<file path="src/rtl/pipe_pkg.sv">
// Shared constants, stage-action encoding and a saturating counter helper
// for the pipeline register chain.
package pipe_pkg;

    localparam int DATA_W_DEF = 128;
    localparam int CTRL_W_DEF = 3;

    localparam int CTRL_WREG  = 0;
    localparam int CTRL_M2REG = 1;
    localparam int CTRL_WMEM  = 2;

    localparam int MAX_DEPTH  = 4;
    localparam int STAT_W     = 16;

    localparam logic [STAT_W-1:0] STAT_MAX = '1;

    typedef enum logic [1:0] {
        ACT_KEEP,
        ACT_KILL,
        ACT_LOAD,
        ACT_EMPTY
    } slot_act_e;

    // n is at most MAX_DEPTH, so three bits always suffice.
    function automatic logic [STAT_W-1:0] sat_add(input logic [STAT_W-1:0] a,
                                                  input logic [2:0]        n);
        logic [STAT_W:0] s;
        s = {1'b0, a} + {{(STAT_W-2){1'b0}}, n};
        return s[STAT_W] ? STAT_MAX : s[STAT_W-1:0];
    endfunction

endpackage

</file>
<file path="src/rtl/pipe_stage_slot.sv">
// One pipeline stage: valid/ctrl/data registers with flush > hold > load priority.
// Payload is never cleared on invalid loads, so bubbles do not toggle the data bus.
module pipe_stage_slot
    import pipe_pkg::*;
#(
    parameter int DATA_W = DATA_W_DEF,
    parameter int CTRL_W = CTRL_W_DEF
) (
    input  logic              clock,
    input  logic              resetn,
    input  logic              src_valid,
    input  logic [CTRL_W-1:0] src_ctrl,
    input  logic [DATA_W-1:0] src_data,
    input  logic              hold,
    input  logic              flush,
    output logic              valid_o,
    output logic [CTRL_W-1:0] ctrl_o,
    output logic [DATA_W-1:0] data_o
);

    logic              valid_q, valid_d;
    logic [CTRL_W-1:0] ctrl_q,  ctrl_d;
    logic [DATA_W-1:0] data_q,  data_d;
    slot_act_e         act;

    always_comb begin
        if (flush)          act = ACT_KILL;
        else if (hold)      act = ACT_KEEP;
        else if (src_valid) act = ACT_LOAD;
        else                act = ACT_EMPTY;
    end

    always_comb begin
        valid_d = valid_q;
        ctrl_d  = ctrl_q;
        data_d  = data_q;
        case (act)
            ACT_LOAD: begin
                valid_d = 1'b1;
                ctrl_d  = src_ctrl;
                data_d  = src_data;
            end
            ACT_KILL, ACT_EMPTY: begin
                valid_d = 1'b0;
                ctrl_d  = '0;
            end
            default: ;
        endcase
    end

    always_ff @(posedge clock or negedge resetn) begin
        if (!resetn) begin
            valid_q <= 1'b0;
            ctrl_q  <= '0;
            data_q  <= '0;
        end else begin
            valid_q <= valid_d;
            ctrl_q  <= ctrl_d;
            data_q  <= data_d;
        end
    end

`ifndef SYNTHESIS
    // An empty stage must never present side-effect control bits.
    always_ff @(posedge clock) begin
        if (resetn) assert (valid_q || (ctrl_q == '0));
    end
`endif

    assign valid_o = valid_q;
    assign ctrl_o  = ctrl_q;
    assign data_o  = data_q;

endmodule

</file>
<file path="src/rtl/pipe_stage_chain.sv">
// DEPTH-stage pipeline register chain with hold, entry bubble and per-stage flush.
// Optional bubble/flush statistics counters are built when PIPE_STAT_EN is defined.
module pipe_stage_chain
    import pipe_pkg::*;
#(
    parameter int DATA_W = DATA_W_DEF,
    parameter int CTRL_W = CTRL_W_DEF,
    parameter int DEPTH  = 1
) (
    input  logic              clock,
    input  logic              resetn,
    input  logic              in_valid,
    input  logic [CTRL_W-1:0] in_ctrl,
    input  logic [DATA_W-1:0] in_data,
    input  logic              hold,
    input  logic              bubble,
    input  logic [DEPTH-1:0]  flush,
    output logic              out_valid,
    output logic [CTRL_W-1:0] out_ctrl,
    output logic [DATA_W-1:0] out_data,
    output logic [DEPTH-1:0]  stage_vld,
    output logic [STAT_W-1:0] bubble_cnt,
    output logic [STAT_W-1:0] flush_cnt
);

    logic [DEPTH-1:0]  vld_s;
    logic [CTRL_W-1:0] ctrl_s [DEPTH];
    logic [DATA_W-1:0] data_s [DEPTH];

    generate
        for (genvar gi = 0; gi < DEPTH; gi++) begin : g_stage
            logic              src_valid;
            logic [CTRL_W-1:0] src_ctrl;
            logic [DATA_W-1:0] src_data;

            if (gi == 0) begin : g_head
                assign src_valid = in_valid & ~bubble;
                assign src_ctrl  = in_ctrl;
                assign src_data  = in_data;
            end else begin : g_body
                assign src_valid = vld_s[gi-1];
                assign src_ctrl  = ctrl_s[gi-1];
                assign src_data  = data_s[gi-1];
            end

            pipe_stage_slot #(
                .DATA_W (DATA_W),
                .CTRL_W (CTRL_W)
            ) u_slot (
                .clock     (clock),
                .resetn    (resetn),
                .src_valid (src_valid),
                .src_ctrl  (src_ctrl),
                .src_data  (src_data),
                .hold      (hold),
                .flush     (flush[gi]),
                .valid_o   (vld_s[gi]),
                .ctrl_o    (ctrl_s[gi]),
                .data_o    (data_s[gi])
            );
        end
    endgenerate

    assign out_valid = vld_s[DEPTH-1];
    assign out_ctrl  = ctrl_s[DEPTH-1];
    assign out_data  = data_s[DEPTH-1];
    assign stage_vld = vld_s;

`ifdef PIPE_STAT_EN
    logic [STAT_W-1:0] bubble_cnt_q, bubble_cnt_d;
    logic [STAT_W-1:0] flush_cnt_q,  flush_cnt_d;
    logic [2:0]        kill_n;

    // Only real instructions count: a bubble with in_valid=0 or a flush of an empty stage is free.
    always_comb begin
        kill_n = '0;
        for (int i = 0; i < DEPTH; i++) begin
            kill_n = kill_n + 3'(flush[i] & vld_s[i]);
        end
        bubble_cnt_d = (!hold && bubble && in_valid) ? sat_add(bubble_cnt_q, 3'd1) : bubble_cnt_q;
        flush_cnt_d  = sat_add(flush_cnt_q, kill_n);
    end

    always_ff @(posedge clock or negedge resetn) begin
        if (!resetn) begin
            bubble_cnt_q <= '0;
            flush_cnt_q  <= '0;
        end else begin
            bubble_cnt_q <= bubble_cnt_d;
            flush_cnt_q  <= flush_cnt_d;
        end
    end

    assign bubble_cnt = bubble_cnt_q;
    assign flush_cnt  = flush_cnt_q;
`else
    assign bubble_cnt = '0;
    assign flush_cnt  = '0;
`endif

endmodule
</file>
<file path="config.mk">
export PLATFORM = sky130hd
export DESIGN_NAME = pipe_stage_chain
export DESIGN_NICKNAME = d
export VERILOG_FILES = /design/src/rtl/pipe_pkg.sv /design/src/rtl/pipe_stage_slot.sv /design/src/rtl/pipe_stage_chain.sv
export SDC_FILE = /design/constraint.sdc
export NUM_CORES = 1
export LEC_CHECK = 0
export CAP_MARGIN = 5
export CORE_UTILIZATION = 41
export CTS_BUF_LIST = sky130_fd_sc_hd__clkbuf_4 sky130_fd_sc_hd__clkbuf_8
export DETAILED_ROUTE_END_ITERATION = 12
export PLACE_DENSITY = 0.92
export SLEW_MARGIN = 20
export SYNTH_ARGS = -nofsm -noshare
export SYNTH_HDL_FRONTEND = slang
export SYNTH_HIERARCHICAL = 1
export SYNTH_SLANG_ARGS = --single-unit
export TNS_END_PERCENT = 20
</file>
<file path="constraint.sdc">
create_clock -name clock -period 1.1 [get_ports clock]
set_clock_uncertainty 0.15 [all_clocks]
set_input_delay 0.22 -clock clock [delete_from_list [all_inputs] [get_ports clock]]
set_output_delay 0.22 -clock clock [all_outputs]
set_load 0.02 [all_outputs]
</file>
==> summary.txt <==
Run status
  • Run status: complete, but fails checks
  • Failing checks: setup timing

Power and ir drop
  • PD cells: 1845 mW/mm^2
  • Max VDD drop: 0.9014 mV
  • Sw Share: 30.38%
  • Leak: 4.742 nW
  • Internal: 0.01267 W
  • Seq pwr share: 36.9%
  • Comb pwr share: 37.1%
  • Clock power share: 26.0%
  • Net Switching: 0.005532 W

Timing
  • Final min period: 1.380 ns
  • Fin. Hold Viols: 0
  • Final Setup Violations: 261
  • Final worst slack: -0.2802 ns
  • RSZ-0062 raised after global routing: yes
  • Max Slew Vio Count: 0
  • Fmax: 724.5 MHz
  • Tcrit/Tclk final: 125.5%

Cells and area
  • Fin area: 0.009868 mm^2
  • Fillers: 820
  • Share of cells above drive strength 1: 57.22%
  • Synth-to-layout area growth: 71.94%
  • # nets final: 844
  • Diode count: 0

Critical path
  • Delay-heaviest family, CP: flip-flops
  • Crit path max fanout: 3
  • Startpoint types: flip-flop
  • Slowest-stage cell, CP: dfrtp_2
  • Crit-path max cell delay: 0.45 ns
  • Buf/Inv on CP: 1
  • CP endpoint kind: primary output
  • Worst EP required: 0.73 ns
  • Crit path cell chain: buf_6
  • Crit path arrival time: 1.01 ns
  • R2r setup slk: -0.13 ns
  • CP Class: reg -> out

Floorplan
  • Die width: 120.3 um
  • Core Region: 0.01345 mm^2
  • Die Area: 0.01448 mm^2
  • Placement row count: 42
  • Initial Util: 42.66%
  • Die Y: 120.3 um
  • IO Count: 302

Synthesis
  • Count of cell types in the netlist: 16
  • Sequential-to-total area share from yosys stat: 57.55%
  • Synth warn: 6
  • Synthesized area per cell: 17.82 um^2
  • Largest area contributor in the netlist: dfrtp_1
  • Largest family of logic cells by synthesized area: multiplexers
  • Dominant cells by area after synthesis: dfrtp_1, mux2_4, mux2_2, buf_4, buf_12
  • Multiplexer share of the synthesized area: 31.83%
  • Post-synthesis compound-gate area fraction: 0.2616%
  • Syn Inst Count: 322
  • Area share of the largest cell type after synthesis: 57.55%
  • Post-synthesis register bit count: 132
  • Fraction of the mapped netlist area in adder cells: 0%
  • Simple-Gate Fraction of Synth Area: 1.221%
  • Cell Area, Synth: 0.005739 mm^2
  • XOR/XNOR share of the synthesized area: 0%

Place
  • Hpwl dp: 11.16 mm
  • Pre-CTS WS: -1.116 ns
  • Final Wtd Congestion: 0.8257
  • Placed Area: 0.008671 mm^2
  • Port buffer count: 269

CTS
  • Clock Path Buffers: 2
  • CTS buffer count: 17
  • CTS clock-pin slew for the worst setup and hold paths: 0.08 ns
  • Worst-skew pair later-pin latency: 0.41 ns
  • CTS tree: yes
  • H-tree levels: 4
  • CTS Root Cell: clkbuf_8
  • CTS sink count: 132

GRT
  • GRT Total Usage: 22.66%
  • Vias in the first global route: 4517
  • Largest net degree at the start of global routing: 63
  • Global-route wire length before repair: 24.64 mm
  • Initial antenna violation count: 0
  • Total grt overflow: 0

Route
  • DR pass1 iterations: 4
  • Starting DRT DRC Count: 120
  • Routed wire per std cell: 19.08 um
  • Detailed-route via count: 4079
  • Post-route ant nets: 0
  • # DRC: 0
  • Total Wirelength: 17.10 mm
  • Routed vias/inst: 4.552

Run
  • Max cap viols: 0

Hold path
  • Worst min path class: in -> async
[per-stage QoR]
| stage | instances | setup TNS, ns | util, % | total power, W | hold slack [ns] |
|---|---|---|---|---|---|
| final | 896 | -51.50 | 73.35 | 0.01820 | 0.01993 |
| after global routing | 896 | -59.94 | 73.35 | 0.01890 | 0.002272 |
| after floorplan | 353 | -55.55 | - | 0.009498 | -0.2256 |
| after detailed placement | 800 | -165.57 | 64.45 | 0.01286 | -0.09261 |
| after CTS | 879 | -53.20 | 70.71 | 0.01767 | -0.004745 |
| after global placement | 800 | -159.36 | 64.45 | 0.01265 | -0.09633 |
[power groups by stage]
stage                     Clock (W)  Combinational [W]  Sequential (W)
after floorplan                   0            0.00168         0.00782
after global placement            0            0.00610         0.00656
after detailed placement          0            0.00625         0.00661
after CTS                   0.00482            0.00624         0.00661
after global routing        0.00507            0.00704         0.00680
final                       0.00473            0.00676         0.00672
[path summary, 6_finish.rpt]
check,from,endpoint,cells past startpoint
max,g_stage[0].u_slot/valid_o$_DFFE_PN0P_,out_valid,1
min,resetn,g_stage[0].u_slot/data_o[75]$_DFFE_PN0N_,2
max reg2reg,g_stage[0].u_slot/data_o[20]$_DFFE_PN0N_,g_stage[0].u_slot/data_o[20]$_DFFE_PN0N_,3
min reg2reg,g_stage[0].u_slot/data_o[102]$_DFFE_PN0N_,g_stage[0].u_slot/data_o[102]$_DFFE_PN0N_,1
max in group asynchronous,resetn,g_stage[0].u_slot/data_o[49]$_DFFE_PN0N_,3
min in group clock,hold,g_stage[0].u_slot/ctrl_o[1]$_DFFE_PN0P_,4
[synth_stat cells (all sizes together)]
library cell,number
nand2,3
nor3b,1
mux2,128
a21oi,3
mux2i,1
conb,1
dfrtp,132
nor2b,1
nor2,1
nand3b,3
buf,48
[cell type report]
cell class / instances / area [um^2] / area share [%]
clock buffers: 22 / 302.8 / 3.068
clock inverters: 10 / 168.9 / 1.712
flip-flops and latches: 132 / 3304 / 33.49
repair buffers: 383 / 3739 / 37.89
multi-input cells: 173 / 2133 / 21.62
well taps: 176 / 220.2 / 2.232
[placed cells by master, fill, tap and decap left out]
master           netlist  routed
a21oi_1                3       3
buf_12                11      13
buf_16                 0       4
buf_2                  0      51
buf_4                 33      78
buf_6                  2      96
buf_8                  2       7
bufinv_16              0       4
clkbuf_8               0      22
clkdlybuf4s50_1        0     131
clkinv_4               0       2
clkinvlp_4             0       3
conb_1                 1      32
dfrtp_1              132     131
dfrtp_2                0       1
dlygate4sd3_1          0       3
inv_6                  0       1
mux2_2                27       1
mux2_4               100     127
mux2i_1                1       1
nand2_1                3       3
nand3b_1               3       3
nor2_1                 1       1
nor2b_4                1       1
nor3b_4                1       1
[state kept, by name, summed over array words and instances, names as in the netlist]
name / cells
g_stage.u_slot/data_o: 128
g_stage.u_slot/ctrl_o: 3
g_stage.u_slot/valid_o: 1
[metal layers]
layer / part of all wire (%) / global-route usage [%]
met1: 38 / 25.05
met2: 55 / 43.03
met3: 5.8 / 5.425
met4: 1.3 / 5.941
met5: 0 / 0
[cells by family (layout without fill, tap and decap cells)]
family                 count (synthesis)  count (layout)
AOI/OAI and AO/OA                      3               3
buffers and inverters                 48             415
other                                  1              32
DFF                                  132             132
and+or+nand+nor                        9               9
muxes                                129             129
[repair_timing]
item                       in CTS  in global routing
buffers inserted               40                 21
cloned                          5                  0
gates resized for setup       708                 84
hold buffers                    2                  1
pin swaps                       0                  1
setup endpoints to repair     261                261
hold endpoints to repair      136                  1
No activity file was read; power rests on OpenSTA's default activity.
